### src/rtl/instruction_decode_pkg.sv
// Shared RV32I decode definitions: opcodes, bubble instruction, ALU/immediate
// selectors and the ID/EX pipeline record.
package instruction_decode_pkg;

   localparam int          XLEN      = 32;
   localparam logic [31:0] NOP_INSTR = 32'h0000_0013;

   localparam logic [6:0] OP_R      = 7'b0110011;
   localparam logic [6:0] OP_IALU   = 7'b0010011;
   localparam logic [6:0] OP_LOAD   = 7'b0000011;
   localparam logic [6:0] OP_STORE  = 7'b0100011;
   localparam logic [6:0] OP_BRANCH = 7'b1100011;
   localparam logic [6:0] OP_JAL    = 7'b1101111;
   localparam logic [6:0] OP_JALR   = 7'b1100111;
   localparam logic [6:0] OP_LUI    = 7'b0110111;
   localparam logic [6:0] OP_AUIPC  = 7'b0010111;

   typedef enum logic [1:0] {
      ALU_ADD    = 2'b00,
      ALU_BRANCH = 2'b01,
      ALU_RTYPE  = 2'b10,
      ALU_IALU   = 2'b11
   } alu_op_e;

   typedef enum logic [2:0] {
      IMM_NONE,
      IMM_I,
      IMM_S,
      IMM_B,
      IMM_U,
      IMM_J
   } imm_type_e;

   typedef struct packed {
      alu_op_e alu_op;
      logic    alu_src;
      logic    mem_read;
      logic    mem_write;
      logic    mem_to_reg;
      logic    reg_write;
      logic    branch;
      logic    jump;
      logic    illegal;
   } ctrl_t;

   // An all-zero record is the bubble.
   typedef struct packed {
      logic            valid;
      logic [XLEN-1:0] pc;
      logic [XLEN-1:0] rs1_data;
      logic [XLEN-1:0] rs2_data;
      logic [XLEN-1:0] imm;
      logic [4:0]      rs1;
      logic [4:0]      rs2;
      logic [4:0]      rd;
      logic [2:0]      funct3;
      logic            funct7_5;
      ctrl_t           ctrl;
   } idex_t;

endpackage

### src/rtl/instruction_decode_if.sv
// Fetch/writeback inputs and ID/EX outputs of the decode stage.
interface instruction_decode_if;
   import instruction_decode_pkg::*;

   logic [XLEN-1:0] pc_in;
   logic [31:0]     instruction_in;
   logic            flush;
   logic            wb_reg_write;
   logic [4:0]      wb_rd;
   logic [XLEN-1:0] wb_data;

   logic            stall_out;
   logic            valid_out;
   logic [XLEN-1:0] pc_out;
   logic [XLEN-1:0] rs1_data;
   logic [XLEN-1:0] rs2_data;
   logic [XLEN-1:0] imm_out;
   logic [4:0]      rs1;
   logic [4:0]      rs2;
   logic [4:0]      rd;
   logic [2:0]      funct3;
   logic            funct7_5;
   logic [1:0]      alu_op;
   logic            alu_src;
   logic            mem_read;
   logic            mem_write;
   logic            mem_to_reg;
   logic            reg_write;
   logic            branch;
   logic            jump;
   logic            illegal_out;

   modport master (
      output pc_in, instruction_in, flush, wb_reg_write, wb_rd, wb_data,
      input  stall_out, valid_out, pc_out, rs1_data, rs2_data, imm_out,
             rs1, rs2, rd, funct3, funct7_5, alu_op, alu_src, mem_read,
             mem_write, mem_to_reg, reg_write, branch, jump, illegal_out
   );

   modport slave (
      input  pc_in, instruction_in, flush, wb_reg_write, wb_rd, wb_data,
      output stall_out, valid_out, pc_out, rs1_data, rs2_data, imm_out,
             rs1, rs2, rd, funct3, funct7_5, alu_op, alu_src, mem_read,
             mem_write, mem_to_reg, reg_write, branch, jump, illegal_out
   );

endinterface

### src/rtl/instruction_decode_register_file.sv
// 32x32 integer register file: two async read ports, one sync write port,
// write-through bypass so a value written this cycle is visible to decode.
module instruction_decode_register_file
   import instruction_decode_pkg::*;
(
   input  logic            clock,
   input  logic            reset,
   input  logic [4:0]      rs1_addr,
   input  logic [4:0]      rs2_addr,
   output logic [XLEN-1:0] rs1_data,
   output logic [XLEN-1:0] rs2_data,
   input  logic            wr_en,
   input  logic [4:0]      wr_addr,
   input  logic [XLEN-1:0] wr_data
);

   logic [XLEN-1:0] regs [32];
   logic            wr_live;

   assign wr_live = wr_en && (wr_addr != 5'd0);

   always_ff @(posedge clock or posedge reset) begin
      if (reset) begin
         for (int i = 0; i < 32; i++) regs[i] <= '0;
      end else if (wr_live) begin
         regs[wr_addr] <= wr_data;
      end
   end

   assign rs1_data = (rs1_addr == 5'd0)                  ? '0      :
                     (wr_live && (wr_addr == rs1_addr))  ? wr_data :
                                                           regs[rs1_addr];
   assign rs2_data = (rs2_addr == 5'd0)                  ? '0      :
                     (wr_live && (wr_addr == rs2_addr))  ? wr_data :
                                                           regs[rs2_addr];

endmodule

### src/rtl/instruction_decode.sv
// RV32I decode stage: IF/ID and ID/EX registers, control decode, immediate
// generation and load-use hazard detection around the register file.
module instruction_decode
   import instruction_decode_pkg::*;
(
   input  logic                 clock,
   input  logic                 reset,
   instruction_decode_if.slave  bus
);

   logic [XLEN-1:0] ifid_pc;
   logic [31:0]     ifid_instr;
   logic            ifid_valid;

   idex_t           idex;
   idex_t           idex_next;

   logic [6:0]      opcode;
   logic [4:0]      rs1_idx;
   logic [4:0]      rs2_idx;
   logic [4:0]      rd_idx;
   ctrl_t           ctrl;
   imm_type_e       imm_type;
   logic [XLEN-1:0] imm;
   logic [XLEN-1:0] rs1_val;
   logic [XLEN-1:0] rs2_val;
   logic            rs1_used;
   logic            rs2_used;
   logic            load_use;
   logic            stall;

   assign opcode  = ifid_instr[6:0];
   assign rd_idx  = ifid_instr[11:7];
   assign rs1_idx = ifid_instr[19:15];
   assign rs2_idx = ifid_instr[24:20];

   instruction_decode_register_file u_regfile (
      .clock    (clock),
      .reset    (reset),
      .rs1_addr (rs1_idx),
      .rs2_addr (rs2_idx),
      .rs1_data (rs1_val),
      .rs2_data (rs2_val),
      .wr_en    (bus.wb_reg_write),
      .wr_addr  (bus.wb_rd),
      .wr_data  (bus.wb_data)
   );

   always_comb begin
      ctrl     = '0;
      imm_type = IMM_NONE;
      rs1_used = 1'b1;
      rs2_used = 1'b0;
      case (opcode)
         OP_R: begin
            ctrl.alu_op    = ALU_RTYPE;
            ctrl.reg_write = 1'b1;
            rs2_used       = 1'b1;
         end
         OP_IALU: begin
            ctrl.alu_op    = ALU_IALU;
            ctrl.alu_src   = 1'b1;
            ctrl.reg_write = 1'b1;
            imm_type       = IMM_I;
         end
         OP_LOAD: begin
            ctrl.alu_src    = 1'b1;
            ctrl.mem_read   = 1'b1;
            ctrl.mem_to_reg = 1'b1;
            ctrl.reg_write  = 1'b1;
            imm_type        = IMM_I;
         end
         OP_STORE: begin
            ctrl.alu_src   = 1'b1;
            ctrl.mem_write = 1'b1;
            imm_type       = IMM_S;
            rs2_used       = 1'b1;
         end
         OP_BRANCH: begin
            ctrl.alu_op = ALU_BRANCH;
            ctrl.branch = 1'b1;
            imm_type    = IMM_B;
            rs2_used    = 1'b1;
         end
         OP_JAL: begin
            ctrl.jump      = 1'b1;
            ctrl.reg_write = 1'b1;
            imm_type       = IMM_J;
            rs1_used       = 1'b0;
         end
         OP_JALR: begin
            ctrl.alu_src   = 1'b1;
            ctrl.jump      = 1'b1;
            ctrl.reg_write = 1'b1;
            imm_type       = IMM_I;
         end
         OP_LUI, OP_AUIPC: begin
            ctrl.alu_src   = 1'b1;
            ctrl.reg_write = 1'b1;
            imm_type       = IMM_U;
            rs1_used       = 1'b0;
         end
         default: ctrl.illegal = 1'b1;
      endcase
   end

   always_comb begin
      case (imm_type)
         IMM_I:   imm = {{20{ifid_instr[31]}}, ifid_instr[31:20]};
         IMM_S:   imm = {{20{ifid_instr[31]}}, ifid_instr[31:25], ifid_instr[11:7]};
         IMM_B:   imm = {{19{ifid_instr[31]}}, ifid_instr[31], ifid_instr[7],
                         ifid_instr[30:25], ifid_instr[11:8], 1'b0};
         IMM_U:   imm = {ifid_instr[31:12], 12'b0};
         IMM_J:   imm = {{11{ifid_instr[31]}}, ifid_instr[31], ifid_instr[19:12],
                         ifid_instr[20], ifid_instr[30:21], 1'b0};
         default: imm = '0;
      endcase
   end

   // A load in EX whose destination the instruction in ID actually reads.
   assign load_use = idex.valid && idex.ctrl.mem_read && (idex.rd != 5'd0) &&
                     ((rs1_used && (idex.rd == rs1_idx)) ||
                      (rs2_used && (idex.rd == rs2_idx)));
   assign stall    = load_use && !bus.flush;

   always_comb begin
      idex_next          = '0;
      idex_next.valid    = 1'b1;
      idex_next.pc       = ifid_pc;
      idex_next.rs1_data = rs1_val;
      idex_next.rs2_data = rs2_val;
      idex_next.imm      = imm;
      idex_next.rs1      = rs1_idx;
      idex_next.rs2      = rs2_idx;
      idex_next.rd       = rd_idx;
      idex_next.funct3   = ifid_instr[14:12];
      idex_next.funct7_5 = ifid_instr[30];
      idex_next.ctrl     = ctrl;
   end

   always_ff @(posedge clock or posedge reset) begin
      if (reset) begin
         ifid_pc    <= '0;
         ifid_instr <= NOP_INSTR;
         ifid_valid <= 1'b0;
      end else if (bus.flush) begin
         ifid_pc    <= '0;
         ifid_instr <= NOP_INSTR;
         ifid_valid <= 1'b0;
      end else if (!stall) begin
         ifid_pc    <= bus.pc_in;
         ifid_instr <= bus.instruction_in;
         ifid_valid <= 1'b1;
      end
   end

   // Flushed or reset IF/ID contents never reach EX as a live instruction.
   always_ff @(posedge clock or posedge reset) begin
      if (reset) begin
         idex <= '0;
      end else if (bus.flush || stall || !ifid_valid) begin
         idex <= '0;
      end else begin
         idex <= idex_next;
      end
   end

   assign bus.stall_out   = stall;
   assign bus.valid_out   = idex.valid;
   assign bus.pc_out      = idex.pc;
   assign bus.rs1_data    = idex.rs1_data;
   assign bus.rs2_data    = idex.rs2_data;
   assign bus.imm_out     = idex.imm;
   assign bus.rs1         = idex.rs1;
   assign bus.rs2         = idex.rs2;
   assign bus.rd          = idex.rd;
   assign bus.funct3      = idex.funct3;
   assign bus.funct7_5    = idex.funct7_5;
   assign bus.alu_op      = idex.ctrl.alu_op;
   assign bus.alu_src     = idex.ctrl.alu_src;
   assign bus.mem_read    = idex.ctrl.mem_read;
   assign bus.mem_write   = idex.ctrl.mem_write;
   assign bus.mem_to_reg  = idex.ctrl.mem_to_reg;
   assign bus.reg_write   = idex.ctrl.reg_write;
   assign bus.branch      = idex.ctrl.branch;
   assign bus.jump        = idex.ctrl.jump;
   assign bus.illegal_out = idex.ctrl.illegal;

endmodule
### src/flat_wrapper.sv
// flat-port wrapper written by rule: the top's interface ports become plain ports
module instruction_decode_flat import instruction_decode_pkg::*;
  (clock, reset, bus_pc_in, bus_instruction_in, bus_flush, bus_wb_reg_write, bus_wb_rd, bus_wb_data, bus_stall_out, bus_valid_out, bus_pc_out, bus_rs1_data, bus_rs2_data, bus_imm_out, bus_rs1, bus_rs2, bus_rd, bus_funct3, bus_funct7_5, bus_alu_op, bus_alu_src, bus_mem_read, bus_mem_write, bus_mem_to_reg, bus_reg_write, bus_branch, bus_jump, bus_illegal_out);
  instruction_decode_if bus_i ();
  input  logic clock;
  input  logic reset;
  input wire logic [$bits(bus_i.pc_in)-1:0] bus_pc_in;
  input wire logic [$bits(bus_i.instruction_in)-1:0] bus_instruction_in;
  input wire logic [$bits(bus_i.flush)-1:0] bus_flush;
  input wire logic [$bits(bus_i.wb_reg_write)-1:0] bus_wb_reg_write;
  input wire logic [$bits(bus_i.wb_rd)-1:0] bus_wb_rd;
  input wire logic [$bits(bus_i.wb_data)-1:0] bus_wb_data;
  output wire logic [$bits(bus_i.stall_out)-1:0] bus_stall_out;
  output wire logic [$bits(bus_i.valid_out)-1:0] bus_valid_out;
  output wire logic [$bits(bus_i.pc_out)-1:0] bus_pc_out;
  output wire logic [$bits(bus_i.rs1_data)-1:0] bus_rs1_data;
  output wire logic [$bits(bus_i.rs2_data)-1:0] bus_rs2_data;
  output wire logic [$bits(bus_i.imm_out)-1:0] bus_imm_out;
  output wire logic [$bits(bus_i.rs1)-1:0] bus_rs1;
  output wire logic [$bits(bus_i.rs2)-1:0] bus_rs2;
  output wire logic [$bits(bus_i.rd)-1:0] bus_rd;
  output wire logic [$bits(bus_i.funct3)-1:0] bus_funct3;
  output wire logic [$bits(bus_i.funct7_5)-1:0] bus_funct7_5;
  output wire logic [$bits(bus_i.alu_op)-1:0] bus_alu_op;
  output wire logic [$bits(bus_i.alu_src)-1:0] bus_alu_src;
  output wire logic [$bits(bus_i.mem_read)-1:0] bus_mem_read;
  output wire logic [$bits(bus_i.mem_write)-1:0] bus_mem_write;
  output wire logic [$bits(bus_i.mem_to_reg)-1:0] bus_mem_to_reg;
  output wire logic [$bits(bus_i.reg_write)-1:0] bus_reg_write;
  output wire logic [$bits(bus_i.branch)-1:0] bus_branch;
  output wire logic [$bits(bus_i.jump)-1:0] bus_jump;
  output wire logic [$bits(bus_i.illegal_out)-1:0] bus_illegal_out;
  assign bus_i.pc_in = bus_pc_in;
  assign bus_i.instruction_in = bus_instruction_in;
  assign bus_i.flush = bus_flush;
  assign bus_i.wb_reg_write = bus_wb_reg_write;
  assign bus_i.wb_rd = bus_wb_rd;
  assign bus_i.wb_data = bus_wb_data;
  assign bus_stall_out = bus_i.stall_out;
  assign bus_valid_out = bus_i.valid_out;
  assign bus_pc_out = bus_i.pc_out;
  assign bus_rs1_data = bus_i.rs1_data;
  assign bus_rs2_data = bus_i.rs2_data;
  assign bus_imm_out = bus_i.imm_out;
  assign bus_rs1 = bus_i.rs1;
  assign bus_rs2 = bus_i.rs2;
  assign bus_rd = bus_i.rd;
  assign bus_funct3 = bus_i.funct3;
  assign bus_funct7_5 = bus_i.funct7_5;
  assign bus_alu_op = bus_i.alu_op;
  assign bus_alu_src = bus_i.alu_src;
  assign bus_mem_read = bus_i.mem_read;
  assign bus_mem_write = bus_i.mem_write;
  assign bus_mem_to_reg = bus_i.mem_to_reg;
  assign bus_reg_write = bus_i.reg_write;
  assign bus_branch = bus_i.branch;
  assign bus_jump = bus_i.jump;
  assign bus_illegal_out = bus_i.illegal_out;
  instruction_decode u_core (.clock(clock), .reset(reset), .bus(bus_i));
endmodule
### config.mk
export PLATFORM = sky130hd
export DESIGN_NAME = instruction_decode_flat
export DESIGN_NICKNAME = d
export VERILOG_FILES = /design/src/rtl/instruction_decode_pkg.sv /design/src/rtl/instruction_decode_if.sv /design/src/rtl/instruction_decode_register_file.sv /design/src/rtl/instruction_decode.sv /design/src/flat_wrapper.sv
export SDC_FILE = /design/constraint.sdc
export NUM_CORES = 2
export LEC_CHECK = 0
export CAP_MARGIN = 20
export CORE_MARGIN = 2
export CORE_UTILIZATION = 56
export CTS_BUF_LIST = sky130_fd_sc_hd__clkbuf_16
export CTS_CLUSTER_DIAMETER = 60
export DETAILED_ROUTE_END_ITERATION = 8
export PLACE_DENSITY = 0.87
export SYNTH_ARGS = -nofsm -noshare
export SYNTH_HDL_FRONTEND = slang
export SYNTH_SLANG_ARGS = --single-unit
export TNS_END_PERCENT = 50
### constraint.sdc
create_clock -name clock -period 43.2 [get_ports clock]
set_input_delay 8.64 -clock clock [delete_from_list [all_inputs] [get_ports clock]]
set_output_delay 8.64 -clock clock [all_outputs]
set_load 0.05 [all_outputs]
==> impl_results.md <==
- Initial Utilization: approximately 56%
- Largest net degree at the start of global routing: between 150 and 200
- Minimum clock period after layout: ~18 ns
- Chip width: around 340 um
- DR WL/cell: 31.1 um
- Combinational share of power: between 10% and 20%
- Layout Skew: 0.0305 ns
- CTS tree: built
- Fraction of layout cells with a size suffix above 1: a little over two fifths
- Reg power frac: between 40% and 50%
- Number of buffers added on ports: between 200 and 300
- Worst Slack Setup Final: around 25 ns
- Clk pin slew, worst setup/hold paths: 0.06 ns
- Total Neg Setup Slack: 0 ns
- PostCTS Resize Cnt: 0
- Max Cap Viol: 0
- Crit path arrival time: 9.75 ns
- Vias per cell: between 7 and 8
- Sw frac: approximately 28%
- Core Rows: around 120
- Dpl hpwl: about 110 mm
- Post-synthesis sequential area ratio: about half
- Setup repair after global routing missed its margin: false
- Gr ovfl total: 0
- Outcome: finished, final reports clean
- CTS Hold Bufs: 0
- Clock power share: 34.5%
- Ys flop type: dfrtp_1
- Clock latency on the worst-skew pair: 0.76 ns
- Filler-free cell count of the finished design: around 6100
- Peak VDD IR: roughly 0.034 mV
- Slew HR: around 16%
- Drt first pass iters: 6
- Post-Synthesis Cells: between 4000 and 5000
- R2r endpoint: u_core.bus.rs1_data[10]$_DFF_PP0_
- Max Freq: between 50 and 60 MHz
- Worst Hold Depth: 0
- First-pass GRT wire length: about 280 mm
- Critical Path Start Type: input port
- Reg2reg setup slack: roughly 38 ns
- Setup bufs post-CTS: 0
- NetSw: 0.893 mW
- ANT nets after route: 0
- Post-synth ARST share: 100%
- Post-place setup slack: 24.82 ns
- Num CTS Buffers: approximately 130
- IO Count: 264
- Unique masters post-synth: 65
- Area Overhead vs Synth: 12.6%
- Worst slew pin tran: 1.26 ns
- Ranking of synthesized cells by area: dfrtp_1 (49%), mux2_2 (19%), mux4_2 (17%)
- Total GRT Usage: 32.8%
- Worst setup path category: input port to primary output
- Vias: approximately 44000
- Most common cell after layout, fill and taps aside: dfrtp_1
- Hold path endpoint: u_core.u_regfile.regs[1020]$_DFFE_PP0P_
- Final Hold Vio Count: 0
- TritonCTS Sinks: between 1000 and 1500
- Power Dens Cells: approximately 45 nW/um2
- Most frequent cells in the layout: dfrtp_1 (1237), mux2_2 (1050), mux4_2 (477)
- Total die area: around 120000 um2
- Residual DRC: 0
- Clock root buffer: clkbuf_16
- Longest Clk Path Bufs: 3
- Routability Congestion: about 0.9
- Final wirelength: about 190 mm
- Worst R2R Path Depth: 7
- Synth Warn #: 0
- Post-synthesis sequential element count: around 1200
- DRT iter0 DRCs: slightly below 6000
- Final net count: between 4000 and 5000
- P_int: 2.33 mW
- Fin crit share: 42.6%
- Number of synthesized flops with an enable pin: 0
- Leading area contributor after synthesis: dfrtp_1
- Worst setup startpoint: bus_flush
- Core ar.: 112000 um2
- CP Capture Type: primary output
- Crit Path Max Fanout: 4
- Placed cells: about 5800
- Post-Synthesis Cell Area: about 63000 um2
- Number of global-route vias before repair: about 45000
- Slew Viols, Final: 0
- Max H-tree Level: 4
- Leakage power: about 30 nW
- Initial antenna violation count: 10
- Die Span Y: between 300 and 400 um
- Synthesized Nets: approximately 4600
- Top-area cell type share of the netlist area: approximately half
- HP Start: u_core.u_regfile.regs[1020]$_DFFE_PP0P_
- Hold/Removal Path Class: register to register
- WP data required: approximately 35 ns
- R2R Path Start: u_core.ifid_instr[15]$_DFFE_PP0P_
- Final setup fails: 0
- Synth Area per Inst: around 14 um2
==> critical path: stages <==
cell and delay (ns):
buf_2 0.12, nor2_1 0.16, clkdlybuf4s50_1 0.83
==> power groups by stage <==
stage | clock network [mW] | registers, mW | logic, mW
3_3_place_gp | 0 | 1.49 | 0.564
5_1_grt | 1.17 | 1.53 | 0.639
2_1_floorplan | 0 | 1.49 | 0.451
4_1_cts | 1.12 | 1.50 | 0.592
6_report | 1.11 | 1.51 | 0.601
3_5_place_dp | 0 | 1.51 | 0.585
==> routing by layer <==
metal	up-vias	global-route usage, %	wire length, um
li1	17000	-	-
met3	829	9.84	23100
met5	-	0	27
met4	4	19.7	12300
met1	22700	42.2	67800
met2	3166	49.3	86500
==> layout make-up <==
cell class / count / area (um2)
Timing Repair Buffer: 387 / 3900
Sequential cell: 1246 / 31200
Multi-Input combinational cell: 2651 / 29800
Inverter: 67 / 255
Fill cell: 7489 / 41000
Clock inverter: 99 / 736
Clock buffer: 137 / 3430
Tap cell: 1500 / 1880
Antenna cell: 7 / 17.5
==> worst max-delay path by stage <==
stage	slack [ns]	endpoint
after floorplan	17.34	u_core.bus.alu_op[0]$_DFF_PP0_
after global placement	24.81	bus_stall_out
after detailed placement	24.82	bus_stall_out
after CTS	24.81	bus_stall_out
after global routing	24.75	bus_stall_out
final	24.81	bus_stall_out
==> synthesized netlist by cell type (4+ instances only) <==
cell type	instances
o41ai_1	5
o221ai_1	44
o2111ai_1	64
buf_2	139
mux2i_1	89
nand3_1	9
nor4_1	62
and3b_1	4
nand2_1	284
nand2b_1	5
and2_1	9
nor2_1	150
o22ai_1	26
xor2_1	12
clkbuf_1	267
buf_4	24
xnor2_1	8
nor2b_1	7
nand4_1	4
o31ai_1	74
a21oi_1	46
dfrtp_1	1243
nand3b_1	5
buf_6	7
nor3b_1	9
nor4_2	5
mux2_2	1050
inv_1	64
buf_1	67
a22oi_1	63
a211oi_1	60
nor3_1	11
o21ai_0	7
nand4b_1	4
mux4_2	477
a2111oi_0	17
==> flip-flops by register name (all words and copies together), names as in the netlist, 2 cells and up <==
name	flops
u_core.bus.alu_op	2
u_core.bus.funct3	3
u_core.bus.imm_out	32
u_core.bus.pc_out	32
u_core.bus.rd	5
u_core.bus.rs1	5
u_core.bus.rs1_data	32
u_core.bus.rs2	5
u_core.bus.rs2_data	32
u_core.ifid_instr	32
u_core.ifid_pc	32
u_core.u_regfile.regs	1024
==> through the flow <==
| step | area, um2 | hold slack [ns] | power [mW] | util [%] |
|---|---|---|---|---|
| 4_1_cts | 70700 | 0.396 | 3.21 | 63.0 |
| 5_1_grt | 71200 | 0.406 | 3.33 | 63.5 |
| 6_report | 71200 | 0.397 | 3.22 | 63.5 |
| 3_5_place_dp | 66600 | 0.384 | 2.10 | 59.3 |
| 3_3_place_gp | 66500 | 0.376 | 2.06 | 59.3 |
| 2_1_floorplan | 63200 | 0.441 | 1.94 | - |
==> kinds of logic (layout without fill, tap and decap cells) <==
kind of cell / after synthesis / count (layout) / synth area share, %
multiplexers: 1616 / 1616 / 37.1
flip-flops: 1246 / 1246 / 49.3
AND/OR/NAND/NOR: 590 / 590 / 4.28
buffers and inverters: 571 / 690 / 3.89
AO/OA/AOI/OAI: 425 / 425 / 5.13
XOR/XNOR: 20 / 20 / 0.277
other: 0 / 7 / 0
Power figures use the tool's default switching activity.
